File: src/rtl/toggle_stim_pkg.sv
// Shared state encoding and default timing for the toggle stimulus generator.
// Also provides a constant helper used to size the phase counter.
package toggle_stim_pkg;

  localparam int DEF_PH0_CYC    = 2;
  localparam int DEF_PH1_CYC    = 4;
  localparam int DEF_PH2_CYC    = 4;
  localparam int DEF_NUM_PULSES = 8;

  typedef enum logic [2:0] {
    ST_IDLE,
    ST_PH0,
    ST_PH1,
    ST_PH2,
    ST_PULSE_HI,
    ST_PULSE_LO,
    ST_DONE
  } state_t;

  function automatic int max4(input int a, input int b, input int c, input int d);
    int m;
    m = a;
    if (b > m) m = b;
    if (c > m) m = c;
    if (d > m) m = d;
    return m;
  endfunction

endpackage

File: src/rtl/stim_phase_counter.sv
// Loadable down-counter with terminal-count flag; load wins over decrement.
// tc is combinational from the count register; no backpressure.
module stim_phase_counter #(
  parameter int W = 8
) (
  input  logic         clk,
  input  logic         reset,
  input  logic         load,
  input  logic [W-1:0] load_val,
  input  logic         dec,
  output logic         tc
);

  logic [W-1:0] cnt;

  always_ff @(posedge clk or negedge reset) begin
    if (!reset) begin
      cnt <= '0;
    end else if (load) begin
      cnt <= load_val;
    end else if (dec && (cnt != '0)) begin
      cnt <= cnt - W'(1);
    end
  end

  assign tc = (cnt == '0);

endmodule

File: src/rtl/toggle_stim_gen.sv
// Drives reset/enable stimulus to a toggle DUT and counts q rising edges in the pulse phase.
// Outputs registered from next-state (0 cycles after state); q edges counted 2 cycles after sampling; start ignored while busy.
module toggle_stim_gen
  import toggle_stim_pkg::*;
#(
  parameter int PH0_CYC    = DEF_PH0_CYC,
  parameter int PH1_CYC    = DEF_PH1_CYC,
  parameter int PH2_CYC    = DEF_PH2_CYC,
  parameter int NUM_PULSES = DEF_NUM_PULSES
) (
  input  logic       clk,
  input  logic       reset,
  input  logic       start,
  input  logic       abort,
  input  logic       q,
  output logic       busy,
  output logic       done,
  output logic       dut_reset,
  output logic       dut_en,
  output logic [7:0] q_rise_cnt
);

  localparam int CNT_W = $clog2(max4(PH0_CYC, PH1_CYC, PH2_CYC, NUM_PULSES) + 1);
  localparam logic [CNT_W-1:0] PH0_LD = CNT_W'(PH0_CYC - 1);
  localparam logic [CNT_W-1:0] PH1_LD = CNT_W'(PH1_CYC - 1);
  localparam logic [CNT_W-1:0] PH2_LD = CNT_W'(PH2_CYC - 1);
  localparam logic [CNT_W-1:0] PLS_LD = CNT_W'(NUM_PULSES - 1);

  state_t             state;
  state_t             state_nxt;
  logic               ph_load;
  logic [CNT_W-1:0]   ph_load_val;
  logic               ph_dec;
  logic               ph_tc;
  logic               clr_cnt;
  logic               q_s1;
  logic               q_s2;
  logic               q_s3;
  logic               q_rise;
  logic               in_pulse;

  // One counter times every phase; in the pulse phase it counts remaining pairs.
  stim_phase_counter #(
    .W (CNT_W)
  ) u_phase_cnt (
    .clk      (clk),
    .reset    (reset),
    .load     (ph_load),
    .load_val (ph_load_val),
    .dec      (ph_dec),
    .tc       (ph_tc)
  );

  always_comb begin
    state_nxt   = state;
    ph_load     = 1'b0;
    ph_load_val = '0;
    ph_dec      = 1'b0;
    clr_cnt     = 1'b0;
    if ((state != ST_IDLE) && abort) begin
      state_nxt = ST_IDLE;
    end else begin
      case (state)
        ST_IDLE: begin
          if (start && !abort) begin
            state_nxt   = ST_PH0;
            ph_load     = 1'b1;
            ph_load_val = PH0_LD;
            clr_cnt     = 1'b1;
          end
        end
        ST_PH0: begin
          if (ph_tc) begin
            state_nxt   = ST_PH1;
            ph_load     = 1'b1;
            ph_load_val = PH1_LD;
          end else begin
            ph_dec = 1'b1;
          end
        end
        ST_PH1: begin
          if (ph_tc) begin
            state_nxt   = ST_PH2;
            ph_load     = 1'b1;
            ph_load_val = PH2_LD;
          end else begin
            ph_dec = 1'b1;
          end
        end
        ST_PH2: begin
          if (ph_tc) begin
            state_nxt   = ST_PULSE_HI;
            ph_load     = 1'b1;
            ph_load_val = PLS_LD;
          end else begin
            ph_dec = 1'b1;
          end
        end
        ST_PULSE_HI: state_nxt = ST_PULSE_LO;
        ST_PULSE_LO: begin
          if (ph_tc) begin
            state_nxt = ST_DONE;
          end else begin
            state_nxt = ST_PULSE_HI;
            ph_dec    = 1'b1;
          end
        end
        ST_DONE: state_nxt = ST_IDLE;
        default: state_nxt = ST_IDLE;
      endcase
    end
  end

  // Outputs decode next-state so they line up with the state register.
  always_ff @(posedge clk or negedge reset) begin
    if (!reset) begin
      state     <= ST_IDLE;
      busy      <= 1'b0;
      done      <= 1'b0;
      dut_reset <= 1'b0;
      dut_en    <= 1'b0;
    end else begin
      state     <= state_nxt;
      busy      <= (state_nxt != ST_IDLE);
      done      <= (state_nxt == ST_DONE);
      dut_reset <= (state_nxt == ST_PH1);
      dut_en    <= (state_nxt == ST_PULSE_HI);
    end
  end

  assign q_rise   = q_s2 && !q_s3;
  assign in_pulse = (state == ST_PULSE_HI) || (state == ST_PULSE_LO);

  // q_s1/q_s2 synchronise q; q_s3 holds the previous synchronised sample.
  always_ff @(posedge clk or negedge reset) begin
    if (!reset) begin
      q_s1       <= 1'b0;
      q_s2       <= 1'b0;
      q_s3       <= 1'b0;
      q_rise_cnt <= 8'd0;
    end else begin
      q_s1 <= q;
      q_s2 <= q_s1;
      q_s3 <= q_s2;
      if (clr_cnt) begin
        q_rise_cnt <= 8'd0;
      end else if (in_pulse && q_rise && (q_rise_cnt != 8'hFF)) begin
        q_rise_cnt <= q_rise_cnt + 8'd1;
      end
    end
  end

endmodule
File: config.mk
export PLATFORM = sky130hd
export DESIGN_NAME = toggle_stim_gen
export DESIGN_NICKNAME = d
export VERILOG_FILES = /design/src/rtl/toggle_stim_pkg.sv /design/src/rtl/stim_phase_counter.sv /design/src/rtl/toggle_stim_gen.sv
export SDC_FILE = /design/constraint.sdc
export NUM_CORES = 1
export LEC_CHECK = 0
export ABC_CLOCK_PERIOD_IN_PS = 1900
export CORE_AREA = 5 5 53 55
export CTS_CLUSTER_SIZE = 10
export DETAILED_ROUTE_END_ITERATION = 10
export DIE_AREA = 0 0 58 60
export PLACE_DENSITY_LB_ADDON = 0.08
export SLEW_MARGIN = 20
export SYNTH_ARGS = -nofsm -noshare
export SYNTH_HDL_FRONTEND = slang
export SYNTH_SLANG_ARGS = --single-unit
File: constraint.sdc
create_clock -name clk -period 1.9 [get_ports clk]
set_input_delay 0.19 -clock clk [delete_from_list [all_inputs] [get_ports clk]]
set_output_delay 0.19 -clock clk [all_outputs]
set_load 0.02 [all_outputs]
; ---- After elaboration in Yosys (flattened, before gate mapping)
; Index checks and enable logic that the tools add are counted.
[op_classes]
add_sub_neg = 2
n_eq_ne = 9
n_mux = 25
n_reduce_logical = 19
[op_table]
columns = op, count
row1 = $mux 3, 6
row2 = $pmux 3 s6, 1
row3 = $mux 8, 2
row4 = $eq 3x3->1 const B, 4
row5 = $mux 4, 3
row6 = $eq 3x2->1 const B, 3
row7 = $mux 1, 9
row8 = $pmux 3 s3, 1
row9 = $add 8x1->8 const B, 1
row10 = $ne 8x8->1 const B, 1
row11 = $logic_and 1x1->1, 6
row12 = $reduce_bool 3->1, 2
row13 = $logic_not 4->1, 1
row14 = $mux 2, 2
row15 = $reduce_bool 2->1, 2
row16 = $reduce_bool 4->1, 1
row17 = $reduce_or 4->1, 1
row18 = $sub 4x1->4 const B, 1
row19 = $eq 3x1->1 const B, 1
row20 = $logic_not 3->1, 1
row21 = $reduce_or 3->1, 1
row22 = $logic_not 1->1, 2
row23 = $pmux 1 s2, 1
row24 = $reduce_or 2->1, 1
row25 = $logic_or 1x1->1, 1
[word_totals]
regBits = 22
in_bits = 5
out_inout_bits = 12
elab_cells = 65

; ---- Logic depth before layout (Yosys ltp)
; Gate-level depths: netlist of the first run.
[depth]
word_depth = 7
ltp_mapped = 7

; ---- By module
; A second synthesis of the first run with hierarchy kept.
[unflattened]
cells_unflattened = 113
area_unflattened_um2 = 1151.1
[modules_own_cells]
columns = mod, instances, cells_each, area_per_inst_um2
row1 = toggle_stim_gen, 1, 86, 880.8
row2 = stim_phase_counter, 1, 27, 270.3

; ---- Worst setup path after synthesis of the first run
; No wires, ideal clock.
[synth_path]
kind = flip-flop to flip-flop
startpoint = register u_phase_cnt.cnt[0]
endpoint = register u_phase_cnt.cnt[2]
setup_ns = 0.082
arrival_ns = 1.678
required_ns = 1.818
setup_slack_ns = 0.140
path_stages_with_launch = 7
n_path_buf = 0
synth_period_minus_slack_ns = 1.760
path_cell_list = dfrtp_1 > inv_1 > ha_1 > nor3b_1 > o311a_4 > or4b_4 > a22oi_2
[synth_between]
elab_chain_len = 6
elab_cells_between_ends = 16
cone_classes = add/sub: 1 / mux: 11 / reduce/logical: 4
[synth_lines]
columns = element, line
row1 = "start, declared", stim_phase_counter.sv:14  ; logic [W-1:0] cnt;
row2 = "start signal, assigned", stim_phase_counter.sv:20  ; cnt <= load_val;
row3 = "start signal, assigned", stim_phase_counter.sv:22  ; cnt <= cnt - W'(1);
row4 = $logic_not 4->1, stim_phase_counter.sv:26  ; assign tc = (cnt == '0);
row5 = $mux 1 (2 in a row), -
row6 = $mux 1, toggle_stim_gen.sv:60  ; if ((state != ST_IDLE) && abort) begin
row7 = $logic_and 1x1->1, stim_phase_counter.sv:21  ; end else if (dec && (cnt != '0)) begin
row8 = $reduce_bool 2->1 (no source line), -
; Several ways; a longest one is shown, not always the timed one. The select of a mux whose other input is x is not followed.
; A chain may end at the register's enable or synchronous reset.

; ---- Final worst setup path of the first run
[layout_path]
startpoint = register u_phase_cnt.cnt[1]
endpoint = register u_phase_cnt.cnt[2]
; The elaborated chain is that of the path after synthesis.

==> results of run 1 <==
-- worst paths after layout --
check	cells after the start	end	start	slack, ns
min reg2reg	0	q_s2$_DFF_PN0_	q_s1$_DFF_PN0_	0.36
max in group asynchronous	2	q_rise_cnt[2]$_DFFE_PN0P_	reset	1.27
max	6	u_phase_cnt.cnt[2]$_DFFE_PN0P_	u_phase_cnt.cnt[1]$_DFFE_PN0P_	0.12
max reg2reg	6	u_phase_cnt.cnt[2]$_DFFE_PN0P_	u_phase_cnt.cnt[1]$_DFFE_PN0P_	0.12
min	1	u_phase_cnt.cnt[3]$_DFFE_PN0P_	reset	0.21
min in group clk	1	q_s1$_DFF_PN0_	q	0.32
-- cell usage after synthesis (2+ instances only) --
cell type	n	share of area
sky130_fd_sc_hd__nand3_1	2	0.0088
sky130_fd_sc_hd__o2111ai_1	2	0.015
sky130_fd_sc_hd__mux2i_1	3	0.026
sky130_fd_sc_hd__a21boi_1	3	0.020
sky130_fd_sc_hd__nor2b_1	2	0.011
sky130_fd_sc_hd__inv_1	4	0.013
sky130_fd_sc_hd__clkbuf_1	3	0.0099
sky130_fd_sc_hd__ha_1	2	0.022
sky130_fd_sc_hd__buf_2	2	0.0088
sky130_fd_sc_hd__a21oi_1	7	0.031
sky130_fd_sc_hd__o21ai_0	2	0.0088
sky130_fd_sc_hd__or3_1	4	0.022
sky130_fd_sc_hd__nand2_1	3	0.0099
sky130_fd_sc_hd__nor2_1	10	0.033
sky130_fd_sc_hd__and3_1	3	0.017
sky130_fd_sc_hd__nor3_1	4	0.018
sky130_fd_sc_hd__dfrtp_1	22	0.49
sky130_fd_sc_hd__xor2_1	4	0.031
sky130_fd_sc_hd__o21ai_1	9	0.040
-- per-layer routing --
metal  up-vias  routed length (µm)  part of all wire
li1        449                   -                 -
met1       415                 941              0.44
met2        14                1100              0.52
met3         0                  88             0.041
met4         0                   0                 0
met5         -                   0                 0
-- stage by stage --
step	hold WS, ns	total power, µW
after global placement	0.340	992
after detailed placement	0.343	1000
after global routing	0.225	1300
after CTS	0.213	1200
after floorplan	-0.106	868
final	0.208	1200
-- area by class of cell --
| class | instances | area [µm²] | share of cell area |
|---|---|---|---|
| inverter | 5 | 21.3 | 0.0152 |
| clock buffer | 3 | 22.5 | 0.0161 |
| tap | 30 | 37.5 | 0.0268 |
| timing repair buffer | 24 | 233 | 0.166 |
| sequential | 22 | 551 | 0.393 |
| multi-input combinational | 79 | 536 | 0.382 |
-- sequential cells by signal (all words and copies together) (netlist names) --
name / cells
u_phase_cnt.cnt: 4
dut_en: 1
dut_reset: 1
q_s1: 1
q_rise_cnt: 8
q_s3: 1
state: 3
q_s2: 1
done: 1
busy: 1
-- critical path, delay by kind of cell (launching register included) --
kind                     cells  cell delay (ns)
buffers and inverters        1             0.05
AO/OA/AOI/OAI                2             0.47
AND/OR/NAND/NOR              2             0.64
adder cells (fa/ha/maj)      1             0.17
flip-flops                   1             0.38
-- cells by family (layout without fill, tap and decap cells) --
group / Yosys count / count (layout)
buffers and inverters: 11 / 32
and+or+nand+nor: 38 / 38
adders and majority gates: 2 / 2
muxes: 3 / 3
AOI/OAI and AO/OA: 32 / 32
xor gates and xnor gates: 4 / 4
DFF: 22 / 22
-- repair_timing --
item,4_1_cts,5_1_grt
buffers inserted,0,0
endpoints found under the setup margin,0,2
resized for setup,0,2
-- power by group through the flow --
stage / registers (µW) / logic, µW / clock network (µW)
detailed placement: 575 / 430 / 0
global placement: 576 / 416 / 0
floorplan: 567 / 301 / 0
finish: 566 / 444 / 194
CTS: 566 / 432 / 205
global route: 575 / 498 / 230
==> results.rst, run 1 <==
.. list-table::
   :header-rows: 1

   * - Metric
     - Value
   * - Outcome
     - completed
   * - Initial core utilization
     - 0.484
   * - Avg WL per Cell
     - 13.1 µm
   * - GRT Resource Usage Total
     - 0.141
   * - Commonest cells after routing, fill and taps aside
     - sky130_fd_sc_hd__dfrtp_1 (22), sky130_fd_sc_hd__clkdlybuf4s50_1 (16), sky130_fd_sc_hd__nor2_1 (10)
   * - Cell internal pwr
     - 813 µW
   * - Area growth from synthesis to layout
     - 23.5%
   * - Prevailing post-synth register cell
     - sky130_fd_sc_hd__dfrtp_1
   * - Type of the worst min-delay path
     - in -> async
   * - Critical path, cell by cell
     - inv_1 -> ha_2 -> nor3b_1 -> o311a_4 -> or4b_4 -> a22oi_2
   * - Buffer levels on the longest clock path
     - 2
   * - Detailed-placement wirelength estimate
     - 1700 µm
   * - Capturing element type of the critical path
     - flop
   * - Routability congestion estimate from global placement
     - 0.806
   * - Peak Freq
     - 0.561 GHz
   * - Total Neg Setup Slack
     - 0 ns
   * - Die Ht
     - 60 µm
   * - Count of flip-flops with a built-in enable after synthesis
     - 0
   * - Tightest slew margin relative to the limit
     - 0.689
   * - Tcrit/Tclk final
     - 0.938
   * - Port buffer count
     - 16
   * - Highest net fanout along the worst path
     - 3
   * - Clk sink count
     - 22
   * - Via count of the first global-routing pass
     - 855
   * - Clock network fraction of design power
     - 0.161
   * - Largest clock skew in the final design
     - 0.00126 ns
   * - Number of placement rows
     - 18
   * - Simple-gate area share of the yosys netlist
     - 0.193
   * - Combined area of all synthesized cells
     - 0.00113 mm²
   * - Nets
     - 142
   * - Multiplexer area fraction after synthesis
     - 0.0265
   * - Number of non-filler instances in the completed layout
     - 163
   * - Number of nets produced by synthesis
     - 119
   * - Ports placed on the boundary
     - 17
   * - Number of maximum-capacitance violations
     - 0
   * - Setup slack at placement
     - 0.109 ns
   * - Core occupancy in the finished layout
     - 0.598
   * - Data arrival, critical path
     - 2.00 ns
   * - Wire length of the first global-routing pass
     - 3750 µm
   * - Gate Count Post-Synth
     - 112
   * - Sequential power share
     - 0.470
   * - Arithmetic-cell share of the synthesized area counting full adders, half adders and majority gates
     - 0.0221
   * - Number of antenna violations at the first check in global routing
     - 0
   * - Switching power total
     - 391 µW
   * - Xor/xnor share of the synthesized area
     - 0.0309
   * - Hold-fix buffers at CTS
     - 0
   * - Final antenna-violating net count
     - 0
   * - RSZ-0062 raised after global routing
     - false
   * - Clock buffer count from CTS
     - 3
   * - Seq cells post-synth
     - 22
   * - Stage delay of the slowest cell on the critical path
     - 0.48 ns
   * - Total leakage power
     - 0.000610 µW
   * - Placed insts
     - 160
   * - YS warnings
     - 0
   * - Vias
     - 878
   * - CP startpoint kind
     - flop
   * - DR DRC count
     - 0
   * - Cell with the biggest individual delay on the critical path
     - sky130_fd_sc_hd__or4b_4
   * - Number of DRC markers after the initial detailed-route iteration
     - 31
   * - Horizontal die dimension
     - 58 µm
   * - Fraction of final layout cells sized beyond drive strength 1
     - 0.128
   * - Ratio of total power to cell area
     - 860 mW/mm²
   * - GR Util met2
     - 0.247
   * - Required time at the endpoint of the critical path
     - 2.12 ns
   * - Part of the power in combinational logic
     - 0.368
   * - Clock H-tree levels
     - 1
   * - GR Overflow Total
     - 0
   * - Global Route met3 Usage
     - 0.0194
   * - Combinational family with the most area after synthesis
     - compound AO/OA/AOI/OAI gates
   * - Syn Area/Cell
     - 10.1 µm²
   * - CTS tree
     - done
   * - Antenna diodes
     - 0
   * - Fillcell total
     - 201
   * - Leading cell type in the layout, fill and taps excluded
     - sky130_fd_sc_hd__dfrtp_1
   * - Met1 Use GR
     - 0.170
   * - Time the worst path needs with I/O delays and setup
     - 1.78 ns
   * - Number of hold-slack violations in the final timing report
     - 0
   * - Floorplan Core Area
     - 0.00234 mm²
   * - Switching share of power
     - 0.325
   * - Compound-gate portion of the synthesized area
     - 0.194
   * - DR vias/cell
     - 5.39
   * - Routed wire length
     - 2130 µm
   * - Largest net degree at the start of global routing
     - 15
   * - Fraction of synthesis flops using an asynchronous set or reset pin
     - 1.00
   * - Area after detailed placement
     - 0.00137 mm²
   * - Unique masters post-synth
     - 40
   * - Worst setup path category
     - reg -> reg
   * - Area of the die
     - 0.00348 mm²
   * - Register area share after synthesis
     - 0.486
   * - Clock transition at the register clock pins on the worst setup and hold paths after CTS
     - 0.11 ns
   * - Skew-Pair Late Insertion Delay
     - 0.29 ns
   * - Post-route setup slack
     - 0.119 ns
   * - Final Cell Area
     - 0.00140 mm²
   * - IR drop worst, VDD
     - 0.554 mV
   * - Worst slew pin tran
     - 0.465 ns
   * - Root buffer selected by CTS
     - sky130_fd_sc_hd__clkbuf_4
   * - Number of iterations in the first detailed-routing pass
     - 5
   * - Most used routing layer
     - met2
   * - Number of endpoints failing setup at the final stage
     - 0
   * - Final Max Tran Viols
     - 0
(Power assumes the default switching activity.)
==> inputs of run 2 (changes only) <==
--- a/config.mk
+++ b/config.mk
@@ -11,6 +11,7 @@
 export DETAILED_ROUTE_END_ITERATION = 10
 export DIE_AREA = 0 0 58 60
 export PLACE_DENSITY_LB_ADDON = 0.08
+export REMOVE_ABC_BUFFERS = 1
 export SLEW_MARGIN = 20
 export SYNTH_ARGS = -nofsm -noshare
 export SYNTH_HDL_FRONTEND = slang
==> run 2 against run 1 <==
Wire length rose by 6.4%. Cell count rose by 1.2%. Sequential share of layout area fell by 0.59 points. Clock power rose by 80%. Highest routed layer is now met4. Fmax down 1.3%. Combinational power down 3%. Non-clock buffer count up 1.
==> results.rst, run 2 (synthesis results as in run 1) <==
.. list-table::
   :header-rows: 1

   * - Metric
     - Value
   * - Commonest cells after routing, fill and taps aside
     - sky130_fd_sc_hd__dfrtp_1 (22), sky130_fd_sc_hd__clkdlybuf4s50_1 (16), sky130_fd_sc_hd__nor2_1 (10)
   * - Worst setup path category
     - reg -> reg
   * - Required time at the endpoint of the critical path
     - 2.13 ns
   * - Number of antenna violations at the first check in global routing
     - 0
   * - Die Ht
     - 60 µm
   * - Wire length of the first global-routing pass
     - 3640 µm
   * - Final Max Tran Viols
     - 0
   * - GR Overflow Total
     - 0
   * - Clock H-tree levels
     - 1
   * - Final antenna-violating net count
     - 0
   * - Capturing element type of the critical path
     - flop
   * - Minimum setup slack among reg-to-reg paths
     - 0.1 ns
   * - Worst slew pin tran
     - 0.421 ns
   * - Total leakage power
     - 0.000622 µW
   * - Data arrival, critical path
     - 2.03 ns
   * - Port buffer count
     - 16
   * - DR vias/cell
     - 5.60
   * - Number of hold-slack violations in the final timing report
     - 0
   * - Overall power of the completed layout
     - 1350 µW
   * - Outcome
     - completed
   * - Ports placed on the boundary
     - 17
   * - Largest net degree at the start of global routing
     - 23
   * - CTS tree
     - done
   * - IR drop worst, VDD
     - 0.621 mV
   * - Crit. Startpoint
     - u_phase_cnt.cnt[0]$_DFFE_PN0P_
   * - Nets
     - 143
   * - Number of iterations in the first detailed-routing pass
     - 5
   * - Detailed-placement wirelength estimate
     - 1690 µm
   * - Horizontal die dimension
     - 58 µm
   * - Clock buffer count from CTS
     - 3
   * - Hold-fix buffers at CTS
     - 0
   * - Largest clock skew in the final design
     - 0.00961 ns
   * - Type of the worst min-delay path
     - in -> async
   * - Largest registers
     - q_rise_cnt (8), u_phase_cnt.cnt (4), state (3)
   * - Fraction of final layout cells sized beyond drive strength 1
     - 0.133
   * - Routability congestion estimate from global placement
     - 0.818
   * - Reg-to-reg critical path startpoint
     - u_phase_cnt.cnt[0]$_DFFE_PN0P_
   * - Number of maximum-capacitance violations
     - 0
   * - CP startpoint kind
     - flop
   * - Number of placement rows
     - 18
   * - Ratio of total power to cell area
     - 947 mW/mm²
   * - Via count of the first global-routing pass
     - 804
   * - Time the worst path needs with I/O delays and setup
     - 1.80 ns
   * - RR Endpoint
     - u_phase_cnt.cnt[2]$_DFFE_PN0P_
   * - Highest net fanout along the worst path
     - 4
   * - Area of the die
     - 0.00348 mm²
   * - Clk sink count
     - 22
   * - Critical path, cell by cell
     - inv_1 -> ha_2 -> nor3b_1 -> o311a_4 -> or4b_4 -> a22oi_2
   * - Tightest slew margin relative to the limit
     - 0.718
   * - Stage delay of the slowest cell on the critical path
     - 0.48 ns
   * - Leading cell type in the layout, fill and taps excluded
     - sky130_fd_sc_hd__dfrtp_1
   * - Worst Reg-to-Reg Cells
     - 6
   * - Skew-Pair Late Insertion Delay
     - 0.30 ns
   * - Vias
     - 924
   * - Number of endpoints failing setup at the final stage
     - 0
   * - Cell with the biggest individual delay on the critical path
     - sky130_fd_sc_hd__or4b_4
   * - Peak Freq
     - 0.554 GHz
   * - Buffer levels on the longest clock path
     - 2
   * - Largest register FFs
     - 8
   * - Area growth from synthesis to layout
     - 25.4%
   * - GRT Resource Usage Total
     - 0.140
   * - Routed wire length
     - 2270 µm
   * - Tcrit/Tclk final
     - 0.950
   * - Register bank with the most flops
     - q_rise_cnt
   * - Total Neg Setup Slack
     - 0 ns
   * - Root buffer selected by CTS
     - sky130_fd_sc_hd__clkbuf_4
   * - Antenna diodes
     - 0
   * - Number of DRC markers after the initial detailed-route iteration
     - 28
   * - RSZ-0062 raised after global routing
     - false
   * - DR DRC count
     - 0
   * - Clock transition at the register clock pins on the worst setup and hold paths after CTS
     - 0.12 ns
   * - Avg WL per Cell
     - 13.7 µm
   * - Initial core utilization
     - 0.484
   * - Floorplan Core Area
     - 0.00234 mm²
==> run 2: how the worst max path moves through the flow <==
stage                                     endpoint  slack [ns]
finish              u_phase_cnt.cnt[2]$_DFFE_PN0P_         0.1
global route                   dut_reset$_DFF_PN0_       0.007
CTS                 u_phase_cnt.cnt[2]$_DFFE_PN0P_        0.05
detailed placement  u_phase_cnt.cnt[2]$_DFFE_PN0P_        0.07
global placement    u_phase_cnt.cnt[2]$_DFFE_PN0P_        0.14
floorplan           u_phase_cnt.cnt[2]$_DFFE_PN0P_       -0.07
==> run 2: stage by stage <==
step / utilization / setup slack [ns] / hold WS [ns] / instance area [µm²] / cells
after floorplan: - / -0.0675 / -0.106 / 1100 / 106
final: 0.607 / 0.0953 / 0.205 / 1420 / 165
after CTS: 0.606 / 0.0548 / 0.209 / 1420 / 165
after global routing: 0.607 / 0.00706 / 0.217 / 1420 / 165
after detailed placement: 0.583 / 0.0704 / 0.349 / 1370 / 161
after global placement: 0.583 / 0.141 / 0.333 / 1370 / 161
==> run 2: timing repair <==
action / CTS / global route
setup buffers: 0 / 0
endpoints found under the setup margin: 0 / 2
gates resized for setup: 0 / 1
==> run 2: critical path: cells and delay by family (launching register included) <==
family | cells | cell delay (ns)
DFF | 1 | 0.35
and+or+nand+nor | 2 | 0.64
adders and majority gates | 1 | 0.20
buffers and inverters | 1 | 0.07
AOI/OAI and AO/OA | 2 | 0.48
==> run 2: area by class of cell <==
| cell class | instances | area (µm²) |
|---|---|---|
| clock buffer | 3 | 22.5 |
| clock inverter | 1 | 30.0 |
| fill | 211 | 921 |
| sequential | 22 | 551 |
| tap | 30 | 37.5 |
| multi-input combinational | 79 | 532 |
| timing repair buffer | 25 | 228 |
| inverter | 5 | 21.3 |
==> run 2: power breakdown <==
group,internal [µW],switching [µW]
registers,524,41.0
clock network,213,136
logic,205,227
total,942,405
==> run 2: per-layer routing <==
metal  global-route usage  vias to the layer above  part of all wire
li1                     -                      456                 -
met1                0.165                      444              0.46
met2                0.248                       22              0.49
met3               0.0194                        2             0.052
met4               0.0695                        0            0.0062
met5                    0                        -                 0
==> inputs of run 3 (changes only) <==
--- a/config.mk
+++ b/config.mk
@@ -5,11 +5,11 @@
 export SDC_FILE = /design/constraint.sdc
 export NUM_CORES = 1
 export LEC_CHECK = 0
-export ABC_CLOCK_PERIOD_IN_PS = 1900
-export CORE_AREA = 5 5 53 55
+export ABC_CLOCK_PERIOD_IN_PS = 1450
+export CORE_AREA = 5 5 56 58
 export CTS_CLUSTER_SIZE = 10
 export DETAILED_ROUTE_END_ITERATION = 10
-export DIE_AREA = 0 0 58 60
+export DIE_AREA = 0 0 61 63
 export PLACE_DENSITY_LB_ADDON = 0.08
 export REMOVE_ABC_BUFFERS = 1
 export SLEW_MARGIN = 20
==> constraint.sdc (replaced) <==
create_clock -name clk -period 1.45 [get_ports clk]
set_input_delay 0.145 -clock clk [delete_from_list [all_inputs] [get_ports clk]]
set_output_delay 0.145 -clock clk [all_outputs]
set_load 0.02 [all_outputs]
==> run 3 against run 2 <==
The run now ends with setup timing left. First-iteration DRC count increased by 11%. Worst hold slack got worse by 0.028 ns. Critical path depth unchanged. Sequential share of layout area is 4.9 points lower. Final area grew 15%. Via count increased by 11%. Non-clock buffer count rose by 23. Wire length is 19% higher. Count of clock-buffer cells in the layout unchanged. Clock skew is 0.0084 ns lower. Critical endpoint unchanged.
==> results.rst, run 3 (synthesis results as in run 1) <==
.. list-table::
   :header-rows: 1

   * - Metric
     - Value
   * - Number of DRC markers after the initial detailed-route iteration
     - 31
   * - Wire length of the first global-routing pass
     - 4640 µm
   * - Largest net degree at the start of global routing
     - 23
   * - IR drop worst, VDD
     - 1.13 mV
   * - Via count of the first global-routing pass
     - 1022
   * - RR Endpoint
     - u_phase_cnt.cnt[2]$_DFFE_PN0P_
   * - Switching power total
     - 635 µW
   * - Port buffer count
     - 16
   * - Largest clock skew in the final design
     - 0.00123 ns
   * - Core occupancy in the finished layout
     - 0.623
   * - Outcome
     - finished, violations left
   * - DR DRC count
     - 0
   * - Vias
     - 1024
   * - Avg WL per Cell
     - 14.4 µm
   * - Nets
     - 166
   * - Routed wire length
     - 2700 µm
   * - Floorplan Core Area
     - 0.00262 mm²
   * - Ports placed on the boundary
     - 17
   * - Register bank with the most flops
     - q_rise_cnt
   * - Largest registers
     - q_rise_cnt (8), u_phase_cnt.cnt (4), state (3)
   * - Capturing element type of the critical path
     - flop
   * - Fillcell total
     - 245
   * - Root buffer selected by CTS
     - sky130_fd_sc_hd__clkbuf_4
   * - Clock transition at the register clock pins on the worst setup and hold paths after CTS
     - 0.11 ns
   * - Reg-to-reg critical path startpoint
     - u_phase_cnt.cnt[1]$_DFFE_PN0P_
   * - Violated checks
     - setup timing
   * - Initial core utilization
     - 0.433
   * - Sequential power share
     - 0.399
   * - Final antenna-violating net count
     - 0
   * - Final Max Tran Viols
     - 0
   * - Part of the power in combinational logic
     - 0.460
   * - Area after detailed placement
     - 0.00150 mm²
   * - Cell internal pwr
     - 1260 µW
   * - Hold-fix buffers at CTS
     - 0
   * - Time the worst path needs with I/O delays and setup
     - 1.80 ns
   * - Number of hold-slack violations in the final timing report
     - 0
   * - Clock H-tree levels
     - 1
   * - Leading cell type in the layout, fill and taps excluded
     - sky130_fd_sc_hd__buf_4
   * - Ratio of total power to cell area
     - 1160 mW/mm²
   * - Peak Freq
     - 0.557 GHz
   * - Post-route setup slack
     - -0.346 ns
   * - Antenna diodes
     - 0
   * - GRT Resource Usage Total
     - 0.161
   * - Worst slew pin tran
     - 0.315 ns
   * - CTS tree
     - done
   * - Horizontal die dimension
     - 61 µm
   * - Type of the worst min-delay path
     - in -> async
   * - Number of endpoints failing setup at the final stage
     - 9
   * - Area growth from synthesis to layout
     - 43.8%
   * - Commonest cells after routing, fill and taps aside
     - sky130_fd_sc_hd__buf_4 (29), sky130_fd_sc_hd__dfrtp_1 (21), sky130_fd_sc_hd__nor2_1 (10)
   * - Required time at the endpoint of the critical path
     - 1.68 ns
   * - Number of maximum-capacitance violations
     - 0
   * - Number of iterations in the first detailed-routing pass
     - 4
   * - Routability congestion estimate from global placement
     - 0.849
   * - Clock buffer count from CTS
     - 3
   * - Fraction of final layout cells sized beyond drive strength 1
     - 0.344
   * - Highest net fanout along the worst path
     - 2
   * - Final Cell Area
     - 0.00163 mm²
   * - Skew-Pair Late Insertion Delay
     - 0.30 ns
   * - Area of the die
     - 0.00384 mm²
   * - RSZ-0062 raised after global routing
     - true
   * - Detailed-placement wirelength estimate
     - 1900 µm
   * - CP startpoint kind
     - flop
   * - GR Overflow Total
     - 0
   * - DR vias/cell
     - 5.45
   * - Data arrival, critical path
     - 2.02 ns
   * - Tcrit/Tclk final
     - 1.24
   * - Number of placement rows
     - 19
   * - Worst Reg-to-Reg Cells
     - 6
   * - Buffer levels on the longest clock path
     - 2
   * - Number of antenna violations at the first check in global routing
     - 0
   * - Worst setup path category
     - reg -> reg
   * - Tightest slew margin relative to the limit
     - 0.789
   * - Clk sink count
     - 22
   * - Total leakage power
     - 0.000783 µW
   * - Die Ht
     - 63 µm
   * - Switching share of power
     - 0.336
   * - Largest register FFs
     - 8
   * - Clock network fraction of design power
     - 0.141
   * - Minimum setup slack among reg-to-reg paths
     - -0.35 ns
## run 3: changes by cell type in the layout (fill, tap and decap cells not counted), sizes merged
| cell | before | now |
|---|---|---|
| buf | 9 | 32 |
| bufinv | 1 | 0 |
| clkdlybuf4s50 | 16 | 7 |
| dlygate4sd2 | 0 | 8 |
| dlymetal6s2s | 0 | 1 |
## run 3: cell type report
cell class	count	area, µm²	area share
well taps	31	38.8	0.0238
inverters	5	21.3	0.0130
repair buffers	48	404	0.248
clock buffers	3	22.5	0.0138
flip-flops and latches	22	552	0.338
multi-input cells	79	592	0.363
## run 3: critical path, cell delays in order, from the launching register on
cell                      delay [ns]
sky130_fd_sc_hd__dfrtp_1        0.39
sky130_fd_sc_hd__inv_2          0.06
sky130_fd_sc_hd__ha_4           0.15
sky130_fd_sc_hd__nor3b_4        0.15
sky130_fd_sc_hd__o311a_4        0.31
sky130_fd_sc_hd__or4b_4         0.48
sky130_fd_sc_hd__a22oi_2        0.17
## run 3: worst max path at each step
stage | from | to | cells after the start
2_1_floorplan | u_phase_cnt.cnt[0]$_DFFE_PN0P_ | u_phase_cnt.cnt[2]$_DFFE_PN0P_ | 6
3_3_place_gp | u_phase_cnt.cnt[0]$_DFFE_PN0P_ | u_phase_cnt.cnt[2]$_DFFE_PN0P_ | 6
3_5_place_dp | u_phase_cnt.cnt[0]$_DFFE_PN0P_ | u_phase_cnt.cnt[2]$_DFFE_PN0P_ | 6
4_1_cts | u_phase_cnt.cnt[1]$_DFFE_PN0P_ | u_phase_cnt.cnt[2]$_DFFE_PN0P_ | 6
5_1_grt | u_phase_cnt.cnt[0]$_DFFE_PN0P_ | u_phase_cnt.cnt[2]$_DFFE_PN0P_ | 6
6_report | u_phase_cnt.cnt[1]$_DFFE_PN0P_ | u_phase_cnt.cnt[2]$_DFFE_PN0P_ | 6
## run 3: through the flow
stage	setup slack, ns	TNS [ns]	total power [µW]	std cells	hold slack (ns)
2_1_floorplan	-0.517	-4.25	1110	106	-0.151
3_3_place_gp	-0.296	-1.55	1340	179	0.335
3_5_place_dp	-0.361	-2.09	1360	179	0.350
4_1_cts	-0.335	-1.27	1890	188	0.172
5_1_grt	-0.394	-2.02	2030	188	0.176
6_report	-0.346	-1.25	1890	188	0.177
## run 3: power groups by stage
stage	sequential (µW)	combinational, µW	clock (µW)
after global placement	748	595	0
after detailed placement	750	609	0
after global routing	766	947	313
after floorplan	761	345	0
final	755	870	266
after CTS	752	854	283
## run 3: timing repair
item,in CTS,in global routing
hold endpoints to repair,0,0
pin swaps,7,7
gates resized for setup,24,7
setup endpoints to repair,21,15
buffers inserted,6,1
## run 3: per-layer routing
layer / vias to the layer above / part of all wire / wire length (µm) / track usage
met5: - / 0 / 0 / 0
met4: 0 / 0.023 / 63 / 0.0759
met3: 7 / 0.046 / 123 / 0.0269
met2: 21 / 0.51 / 1390 / 0.277
met1: 497 / 0.42 / 1130 / 0.186
li1: 499 / - / - / -
